**src/rtl/addsub_fixed_pipe.sv**
```systemverilog
// Two-stage sign-magnitude Q-format adder/subtractor with saturation and valid/ready flow control.
// Define ADDSUB_SAT_CNT_EN to build the delivered-saturation counter (sat_count / sat_clr).
module addsub_fixed_pipe #(
  parameter int N = 20,
  parameter int Q = 11
) (
  input  logic         clk,
  input  logic         rst_n,
  input  logic         in_valid,
  output logic         in_ready,
  input  logic         in_op,
  input  logic [N-1:0] in_a,
  input  logic [N-1:0] in_b,
  output logic         out_valid,
  input  logic         out_ready,
  output logic [N-1:0] out_c,
  output logic         out_sat,
  input  logic         sat_clr,
  output logic [15:0]  sat_count
);

  localparam int M = N - 1;
  // (2^(N-1-Q) - 1) * 2^Q == 2^(N-1) - 2^Q
  localparam logic [N-1:0] SAT_MAG = N'((64'd1 << (N - 1)) - (64'd1 << Q));

  logic         a_sign;
  logic         b_sign_eff;
  logic         a_ge_b;
  logic [M-1:0] a_mag;
  logic [M-1:0] b_mag;
  logic [N-1:0] raw_d;
  logic         sign_d;

  logic         s1_valid;
  logic         s1_b_sign_eff;
  logic         s1_a_ge_b;
  logic [N-1:0] s1_raw;
  logic         s1_sign;

  logic         s2_load;
  logic         sat_d;
  logic [M-1:0] mag_d;
  logic [N-1:0] c_d;

  assign s2_load  = !out_valid || out_ready;
  assign in_ready = !s1_valid || s2_load;

  always_comb begin
    a_sign     = in_a[N-1];
    b_sign_eff = in_b[N-1] ^ in_op;
    a_mag      = in_a[M-1:0];
    b_mag      = in_b[M-1:0];
    a_ge_b     = (a_mag >= b_mag);
    raw_d      = '0;
    sign_d     = 1'b0;
    if (a_sign == b_sign_eff) begin
      raw_d  = {1'b0, a_mag} + {1'b0, b_mag};
      sign_d = a_sign;
    end else if (a_ge_b) begin
      raw_d  = {1'b0, a_mag - b_mag};
      sign_d = a_sign;
    end else begin
      raw_d  = {1'b0, b_mag - a_mag};
      sign_d = b_sign_eff;
    end
    // Zero magnitude (equal operands or -0 inputs) always yields +0
    if (raw_d == '0)
      sign_d = 1'b0;
  end

  always_ff @(posedge clk or negedge rst_n) begin
    if (!rst_n) begin
      s1_valid      <= 1'b0;
      s1_b_sign_eff <= 1'b0;
      s1_a_ge_b     <= 1'b0;
      s1_raw        <= '0;
      s1_sign       <= 1'b0;
    end else if (in_ready) begin
      s1_valid <= in_valid;
      if (in_valid) begin
        s1_b_sign_eff <= b_sign_eff;
        s1_a_ge_b     <= a_ge_b;
        s1_raw        <= raw_d;
        s1_sign       <= sign_d;
      end
    end
  end

  always_comb begin
    sat_d = (s1_raw >= SAT_MAG);
    mag_d = sat_d ? SAT_MAG[M-1:0] : s1_raw[M-1:0];
    c_d   = {s1_sign && (mag_d != '0), mag_d};
  end

  always_ff @(posedge clk or negedge rst_n) begin
    if (!rst_n) begin
      out_valid <= 1'b0;
      out_c     <= '0;
      out_sat   <= 1'b0;
    end else if (s2_load) begin
      out_valid <= s1_valid;
      if (s1_valid) begin
        out_c   <= c_d;
        out_sat <= sat_d;
      end
    end
  end

  // Operand-sign/compare flags are kept in S1 for debug visibility only
  logic unused_s1_flags;
  assign unused_s1_flags = s1_b_sign_eff ^ s1_a_ge_b;

`ifdef ADDSUB_SAT_CNT_EN
  logic [15:0] sat_cnt_q;

  always_ff @(posedge clk or negedge rst_n) begin
    if (!rst_n)
      sat_cnt_q <= '0;
    else if (sat_clr)
      sat_cnt_q <= '0;
    else if (out_valid && out_ready && out_sat && (sat_cnt_q != '1))
      sat_cnt_q <= sat_cnt_q + 16'd1;
  end

  assign sat_count = sat_cnt_q;
`else
  logic unused_sat_clr;
  assign unused_sat_clr = sat_clr;
  assign sat_count      = '0;
`endif

endmodule

```
**config.mk**
```make
export PLATFORM = sky130hd
export DESIGN_NAME = addsub_fixed_pipe
export DESIGN_NICKNAME = d
export VERILOG_FILES = /design/src/rtl/addsub_fixed_pipe.sv
export SDC_FILE = /design/constraint.sdc
export NUM_CORES = 1
export LEC_CHECK = 0
export ABC_AREA = 1
export BUFFER_PORTS_ARGS = -buffer_cell sky130_fd_sc_hd__buf_2
export CAP_MARGIN = 30
export CORE_AREA = 2 2 137 139
export CTS_CLUSTER_SIZE = 16
export DETAILED_ROUTE_END_ITERATION = 10
export DIE_AREA = 0 0 139 141
export SYNTH_ARGS = -nofsm -noshare
export SYNTH_HDL_FRONTEND = slang
export SYNTH_SLANG_ARGS = --single-unit
export TNS_END_PERCENT = 100
```
**constraint.sdc**
```tcl
create_clock -name clk -period 2.25 [get_ports clk]
set_input_delay 0.45 -clock clk [delete_from_list [all_inputs] [get_ports clk]]
set_output_delay 0.45 -clock clk [all_outputs]
set_load 0.02 [all_outputs]
```
After elaboration in Yosys (flattened, before gate mapping)
Cells that the tools add are included.

word-level totals
  register bits = 44
  bits in latches = 0
  RAM bits = 0
  bits in read-only memories = 0
  output and inout bits = 39
  memories kept = 0

operators by class
  $add $sub $neg = 3
  multiply operators = 0
  div/mod/pow operators = 0
  magnitude comparators = 2
  equal/unequal tests = 1
  shifts and indexed selects = 0
  multiplexer cells = 6
  bitwise operators = 1
  reductions and logical operators = 9

operators by type and width
  cell                    number
  $mux W19                2
  $sub A19 B19 Y19        2
  $add A19 B19 Y20        1
  $ge A20 B19 Y1 const B  1
  $logic_not A20 Y1       1
  $mux W20                1
  $ge A19 B19 Y1          1
  $reduce_bool A19 Y1     1
  $reduce_and A2 Y1       2
  $mux W1                 3
  $logic_not A1 Y1        2
  $logic_or A1 B1 Y1      2
  $eq A1 B1 Y1            1
  $logic_and A1 B1 Y1     1
  $xor A1 B1 Y1           1

Logic depth before layout (Yosys ltp)
Gate-level depths: netlist of the first run.

  depth in word-level cells = 5
  mapped depth = 23

Worst setup path before layout of the first run
OpenSTA, ideal clock, no wires.

  path type = input port to flip-flop
  start point = in in_a[10]
  end point = reg s1_sign
  library setup time = 118 ps
  data arrival time = 2,267 ps
  required time = 2,132 ps
  path slack = -135 ps
  stages on the path = 20
  path buffers = 2
  cell sequence = inv_1 ha_1 buf_4 nand2_1 inv_2 nand2_2 inv_1 nand2_2 nand3_4 a21oi_4 buf_4 nand2_1 nand3_1 nand2_1 nor2_1 nand2_1 nor2_1 nand3_1 nand3_1 nand2_1

on the way
  cells in the longest elaborated chain, start to end = 5
  elaborated cells between the ends (all ways) = 10
  those cells by class = 3 x add/sub; 1 x order compare; 5 x mux; 1 x reduce/logical

ends and longest elaborated chain
  element                                         line  RTL
  start: declaration                              12    input logic [N-1:0] in_a,
  $sub A19 B19 Y19, or another cell as far along  63    raw_d = {1'b0, b_mag - a_mag};
  $mux W19                                        59    end else if (a_ge_b) begin
  $mux W20                                        56    if (a_sign == b_sign_eff) begin
  $logic_not A20 Y1                               67    if (raw_d == '0)
  $mux W1 *                                       67
  end signal: assignment                          84    s1_sign <= sign_d;
  end: declaration                                38    logic s1_sign;

Every way passes the cells marked *; elsewhere a longest branch is shown, timed or not.
A chain may end at the register's enable or synchronous reset.

Worst setup path after layout of the first run
  start point = in in_b[16]
  end point = reg s1_sign

on the way
  cells in the longest elaborated chain, start to end = 5
  elaborated cells between the ends (all ways) = 10
  those cells by class = 3 x add/sub; 1 x order compare; 5 x mux; 1 x reduce/logical

ends and longest elaborated chain
  element                                         line  RTL
  start: declaration                              13    input logic [N-1:0] in_b,
  $sub A19 B19 Y19, or another cell as far along  63
  $mux W19                                        59
  $mux W20                                        56
  $logic_not A20 Y1                               67
  $mux W1 *                                       67

Marked as above.

==> flow_summary_export.csv, run 1 <==
group,metric,value,unit
detailed_routing,routed.top_layer,"met4",
cells_and_area,syn2layout_area_growth,55.6,%
synth,ys_seq_elements,44,
run_status,failed_checks,"negative setup slack",
detailed_routing,vias,7453,
sta,layout_setup_ws,-0.0903,ns
setup_path,cpMaxStageDelayCell,"ha_4",
global_route,grt_pass1_vias,7027,
placed_design,gp_congestion,0.960,
global_route,track_usage,0.226,
sta,hold_violations,0,
setup_path,crit_chain,"buf_8 > ha_4 > a21oi_2 > nor2_1 > nor2_1 > buf_4 > nand2_4 > nor2_4 > nand2_8 > buf_6 > nand2_1 > nand2_1 > a21oi_2 > nand3_1 > nor2_1 > nand3_1 > nand3_1 > nand2_1",
synth,syn_area,6240,um2
detailed_routing,drt_iter0_markers,417,
setup_path,cp_top_family,"simple AND/OR/NAND/NOR gates",
floorplan,die_w,139,um
placed_design,portBuffers,67,
power_and_ir_drop,combPwrFrac,0.634,
synth,synth_cell_types,41,
power_and_ir_drop,swShare,0.442,
sta,tns,-0.0908,ns
global_route,antenna_found_initial,0,
synth,synth_compound_area_frac,0.0904,
placed_design,dp_hpwl,18.7,mm
global_route,grt_max_degree,36,
cells_and_area,fin_util,0.532,
synth,synthAdderAreaFrac,0.122,
cells_and_area,seq_area,1100,um2
synth,synth_xor_area_frac,0.0265,
setup_path,crit_buf_inv,3,
global_route,grt-ovfl-total,0,
cells_and_area,n_fill_cell,1857,
sta,setup_viol,2,
clock_network,cts_sinks,44,
floorplan,die_area,19600,um2
synth,syn_inst,1080,
sta,rsz0062_at_grt,"yes",
synth,synth_edf_count,0,
cells_and_area,final_nets,1470,
synth,yosys.area_share.simple,0.428,
placed_design,dp.cells,1566,
clock_network,cts_tree,"done",
floorplan,fp.dieH,141,um
synth,synth_top_family_by_area,"simple AND/OR/NAND/NOR gates",
synth,ys.flop_type,"dfrtp_1",
min_path,holdCritPathClass,"input port to asynchronous set/reset pin",
clock_network,ctsHoldBuffers,0,
sta,slew_headroom,0.634,
setup_path,critPathCaptureType,"register",
sta,timing.hold.ws,0.152,ns
sta,worstMarginPinSlew,0.549,ns
cells_and_area,layout_commonest_cell,"nand2_1",
sta,fin_crit_sh,1.04,
detailed_routing,drtAntennaViolNets,0,
detailed_routing,drt-vias-per-instance,4.66,
setup_path,cp.required,2.42,ns
clock_network,cts_made_buffers,5,
power_and_ir_drop,seqPwrFrac,0.234,
synth,avgSynthCellArea,5.78,um2
power_and_ir_drop,p_per_area,521,nW/um2
cells_and_area,final_cell_mix,"nand2_1 (335), buf_4 (227), inv_1 (146)",
sta,period_needed,2.34,ns
floorplan,pin_count,85,
detailed_routing,drc,0,
setup_path,critPathMaxFanout,8,
clock_network,h-tree-depth,2,
clock_network,cts_buffer_depth,2,
floorplan,start_util,0.342,
flow_run,max_cap_viol_count,0,
placed_design,placed_area,8280,um2
power_and_ir_drop,net-switching-power,2.24,mW
detailed_routing,drt_wl_total,22.7,mm
clock_network,clk_latency,0.28,ns
sta,finalMaxSlewViolations,0,
power_and_ir_drop,totalPowerFinal,5.06,mW
clock_network,root_buffer,"clkbuf_16",
setup_path,reg2reg_from,"s1_raw[16]",
synth,synthMuxAreaShare,0,
placed_design,pre_cts_slack,-0.632,ns
setup_path,arrival,2.51,ns
power_and_ir_drop,p_leak,5.41,nW
power_and_ir_drop,ir_drop,0.825,mV
sta,max_freq,427,MHz
cells_and_area,drive_above_1_share,0.406,
synth,ys_warn_count,0,
detailed_routing,wl_met2,11.0,mm
setup_path,start_kind,"input port",
detailed_routing,wl_met3,746,um
detailed_routing,wl_per_cell,14.2,um
run_status,outcome,"complete, but fails checks",
synth,yosysSeqAreaShare,0.176,
power_and_ir_drop,p_int,2.82,mW
setup_path,reg2reg_depth,9,
synth,ys_async_sr_fraction,1.00,
setup_path,slowest_delay,0.26,ns
cells_and_area,final_cells,1599,
global_route,grt_pass1_wl,35.5,mm
sta,finClkSkew,0.00456,ns
cells_and_area,antenna_cells,0,
clock_network,clk_pin_slew,0.06,ns
power_and_ir_drop,power_frac_clock,0.132,
setup_path,ff2ff_setup_slack,0.48,ns
detailed_routing,drt-pass1-iter-count,5,
cells_and_area,multiInputGateArea,5170,um2
floorplan,core,18300,um2
setup_path,reg2reg_to,"out_c[19]",
detailed_routing,met1Wirelength,10.2,mm
cells_and_area,fin_area,9710,um2
floorplan,rows,50,
setup_path,critical_path_class,"input port to register",
-- per-layer routing --
metal  global-route usage  vias to the layer above
li1                     -                     3880
met1                0.296                     3359
met2                0.403                      179
met3              0.00985                       35
met4               0.0718                        0
met5                    0                        -
-- flip-flops by register name, indices dropped and copies added (netlist names) --
name and cells:
out_c 20, s1_raw 20, out_sat 1, out_valid 1, s1_sign 1, s1_valid 1
-- logic make-up (layout without fill, tap and decap cells) --
group | Yosys count | in the layout
and+or+nand+nor | 628 | 628
AOI/OAI and AO/OA | 102 | 103
adders and majority gates | 59 | 59
xor gates and xnor gates | 18 | 18
DFF | 44 | 44
other | 1 | 16
buffers and inverters | 228 | 497
-- synthesized netlist by cell type, drive strengths merged, types with 2 or more instances --
master  number  share of area
a21o         3         0.0036
a21oi       50          0.042
a31oi       12          0.012
buf         35          0.040
clkbuf       7         0.0042
clkinv       3         0.0020
dfrtp       44           0.18
fa           3         0.0096
ha          56           0.11
inv        183           0.11
nand2      424           0.26
nand3       86          0.071
nand4       23          0.023
nor2        83          0.056
nor3         7         0.0092
nor4         2         0.0020
o21ai       31          0.025
o31ai        3         0.0036
xor2        17          0.025
-- area by class of cell --
| cell class | instances | area share |
|---|---|---|
| clock buffer | 6 | 0.0133 |
| clock inverter | 1 | 0.000515 |
| inverter | 186 | 0.0737 |
| multi-input combinational | 824 | 0.533 |
| sequential | 44 | 0.113 |
| tap | 234 | 0.0302 |
| timing repair buffer | 304 | 0.236 |
-- how the worst max path moves through the flow --
stage / startpoint / endpoint / slack (ns) / depth (start not counted)
floorplan: in_a[14] / s1_sign / -0.11 / 20
global placement: in_a[0] / s1_sign / -0.60 / 21
detailed placement: in_a[0] / s1_sign / -0.63 / 21
CTS: in_a[0] / s1_sign / -0.13 / 21
global route: in_a[3] / s1_sign / -0.22 / 22
finish: in_b[16] / s1_sign / -0.09 / 18
-- power groups by stage --
stage / logic (mW) / registers (mW) / clock network, mW
6_report: 3.21 / 1.18 / 0.667
5_1_grt: 3.52 / 1.22 / 0.720
4_1_cts: 2.89 / 1.18 / 0.689
3_5_place_dp: 2.75 / 1.20 / 0
3_3_place_gp: 2.74 / 1.18 / 0
2_1_floorplan: 1.39 / 1.37 / 0
-- repair_timing --
item,4_1_cts,5_1_grt
endpoints found under the setup margin,14,16
setup buffers,5,19
pin swaps,27,97
gates cloned,1,1
resized for setup,73,225
Note: power is estimated with default switching activity, not from simulation.
==> run 2: changes to the inputs <==
Settings changed: ABC_AREA 1 to not set, CORE_AREA 2 2 137 139 to 2 2 120 122, DIE_AREA 0 0 139 141 to 0 0 122 124.
Clock period 2.25 ns to 2.1 ns, I/O delays scaled along.
==> run 2 against run 1 <==
Against the previous run:
- the flow still finishes with violations (negative setup slack)
- setup slack worse by 1.0 ns
- sequential share of layout area up 2.6 points
- clock skew up 0.0031 ns
- critical path depth down 1
- area after synthesis down 24%
- sequential cell count unchanged
- synthesized cell count down 44%
- final cell count down 34%
- total power down 0.92%
- register-to-register slack worse by 0.07 ns
- worst hold slack better by 0.061 ns
- largest cell class unchanged
- highest routed layer unchanged
==> flow_summary_export.csv, run 2 <==
group,metric,value,unit
global_route,grt_pass1_vias,5446,
synth,synth_edf_count,0,
detailed_routing,wl_per_cell,16.1,um
setup_path,ff2ff_setup_slack,0.41,ns
sta,finClkSkew,0.00766,ns
synth,syn_area,4770,um2
placed_design,dp_hpwl,13.0,mm
floorplan,start_util,0.348,
detailed_routing,drt-vias-per-instance,5.14,
run_status,failed_checks,"negative setup slack",
synth,ys_warn_count,0,
clock_network,cts_tree,"done",
setup_path,start_kind,"input port",
flow_run,max_cap_viol_count,0,
synth,ys_async_sr_fraction,1.00,
cells_and_area,final_nets,983,
sta,hold_violations,0,
detailed_routing,vias,5436,
clock_network,clk_latency,0.28,ns
power_and_ir_drop,p_per_area,633,nW/um2
synth,avgSynthCellArea,7.85,um2
synth,synth_cell_types,68,
setup_path,critPathMaxFanout,6,
sta,fin_crit_sh,1.52,
detailed_routing,drtAntennaViolNets,0,
min_path,holdCritPathClass,"input port to asynchronous set/reset pin",
clock_network,clk_pin_slew,0.06,ns
setup_path,crit_top_cell,"buf_4",
sta,setup_viol,20,
cells_and_area,top_regs,"out_c x20, s1_raw x20",
sta,layout_setup_ws,-1.10,ns
setup_path,arrival,3.37,ns
global_route,grtUsageMet1,0.274,
setup_path,critPathCaptureType,"register",
cells_and_area,syn2layout_area_growth,65.9,%
global_route,grt-ovfl-total,0,
clock_network,h-tree-depth,2,
synth,synth.area.top_cells,"dfrtp_1 (23%), ha_1 (15%), nand2_1 (5.6%)",
cells_and_area,antenna_cells,0,
power_and_ir_drop,ir_drop,0.486,mV
clock_network,cts_made_buffers,5,
global_route,top_usage_layer,"met2",
synth,synth_common_cells,"nand2_1 (71), ha_1 (56), inv_1 (56)",
global_route,track_usage,0.220,
cells_and_area,multiInputGateArea,4050,um2
detailed_routing,drt_wl_total,17.1,mm
floorplan,die_w,122,um
sta,max_freq,312,MHz
clock_network,cts_sinks,44,
synth,ys.flop_type,"dfrtp_1",
sta,period_needed,3.20,ns
sta,worstMarginPinSlew,0.657,ns
cells_and_area,seq_area,1100,um2
global_route,globalRouteMet2Util,0.406,
setup_path,critical_path_class,"input port to register",
clock_network,root_buffer,"clkbuf_16",
setup_path,crit_buf_inv,8,
global_route,grt_max_degree,45,
cells_and_area,fin_area,7920,um2
synth,syn_inst,608,
sta,slew_headroom,0.561,
floorplan,rows,43,
power_and_ir_drop,totalPowerFinal,5.01,mW
cells_and_area,n_fill_cell,1207,
synth,ys_seq_elements,44,
setup_path,crit_chain,"buf_12 > inv_12 > ha_4 > a21o_1 > o21ba_4 > nor2_4 > or4b_4 > buf_4 > buf_6 > nor4b_4 > o31ai_2 > xnor2_1 > buf_4 > buf_4 > buf_4 > buf_4 > mux2_4",
placed_design,placed_area,6780,um2
placed_design,portBuffers,67,
detailed_routing,drt-pass1-iter-count,5,
synth,yosysSeqAreaShare,0.231,
sta,timing.hold.ws,0.213,ns
cells_and_area,final_cell_mix,"buf_4 (212), nand2_1 (66), buf_2 (59)",
cells_and_area,layout_commonest_cell,"buf_4",
setup_path,cp.required,2.26,ns
sta,rsz0062_at_grt,"yes",
floorplan,pin_count,85,
setup_path,slowest_delay,0.55,ns
detailed_routing,drc,0,
synth,yosys.cell_count.top_type,"nand2_1",
sta,tns,-15.47,ns
floorplan,die_area,15100,um2
detailed_routing,drt_iter0_markers,328,
setup_path,cpMaxStageDelayCell,"or4b_4",
synth,synth_top_area_share,0.231,
global_route,grt_pass1_wl,26.8,mm
clock_network,cts_buffer_depth,2,
global_route,antenna_found_initial,0,
placed_design,gp_congestion,0.918,
global_route,use_met3,0.0156,
setup_path,cp_top_family,"buffers and inverters",
synth,synth_top_cell_by_area,"dfrtp_1",
cells_and_area,drive_above_1_share,0.492,
power_and_ir_drop,p_leak,3.86,nW
run_status,outcome,"complete, but fails checks",
floorplan,fp.dieH,124,um
sta,finalMaxSlewViolations,0,
clock_network,ctsHoldBuffers,0,
floorplan,core,13700,um2
[run 2: report_power, final]
group / switching (mW) / leakage [nW] / internal, mW
Combinational: 1.49 / 3.26 / 1.45
Clock: 0.275 / 0.0667 / 0.431
Sequential: 0.224 / 0.531 / 1.14
[run 2: per-stage QoR]
stage | util | std cells | setup slack (ns)
4_1_cts | 0.556 | 1053 | -1.07
3_5_place_dp | 0.494 | 1021 | -1.72
2_1_floorplan | - | 623 | -1.13
5_1_grt | 0.577 | 1058 | -1.24
6_report | 0.577 | 1058 | -1.10
3_3_place_gp | 0.494 | 1021 | -1.75
[run 2: final cells by class]
| type | instances | area share |
|---|---|---|
| multi-input cells | 476 | 0.511 |
| repair buffers | 295 | 0.277 |
| flip-flops and latches | 44 | 0.139 |
| well taps | 180 | 0.0284 |
| inverters | 56 | 0.0281 |
| clock buffers | 6 | 0.0163 |
| clock inverters | 1 | 0.000632 |
[run 2: per-layer routing]
layer / wire [um] / part of all wire
met5: 0 / 0
met4: 532 / 0.031
met3: 651 / 0.038
met2: 8550 / 0.50
met1: 7350 / 0.43
[run 2: worst paths after layout]
| path | start | to | cells after the start |
|---|---|---|---|
| min in group clk | in_valid | s1_valid | 2 |
| setup reg to reg | out_valid | s1_sign | 6 |
| max in group asynchronous | rst_n | out_c[9] | 2 |
| hold / removal | rst_n | out_valid | 2 |
| setup / recovery | in_a[14] | s1_raw[3] | 17 |
| hold reg to reg | out_c[14] | out_c[14] | 2 |
[run 2: kinds of logic (layout without fill, tap and decap cells)]
group / after synthesis / count (layout) / synth area share
AND/OR/NAND/NOR: 189 / 189 / 0.194
AO/OA/AOI/OAI: 175 / 175 / 0.238
buffers and inverters: 103 / 358 / 0.0993
adder cells (fa/ha/maj): 59 / 59 / 0.159
flip-flops: 44 / 44 / 0.231
multiplexers: 19 / 19 / 0.0443
XOR/XNOR: 18 / 18 / 0.0330
other: 1 / 16 / 0.000785
[run 2: repair_timing]
item	in CTS	in global routing
buffers inserted	32	7
gates resized for setup	114	51
endpoints found under the setup margin	20	20
cloned	1	0
pin swaps	58	40
endpoints found under the hold margin	0	0
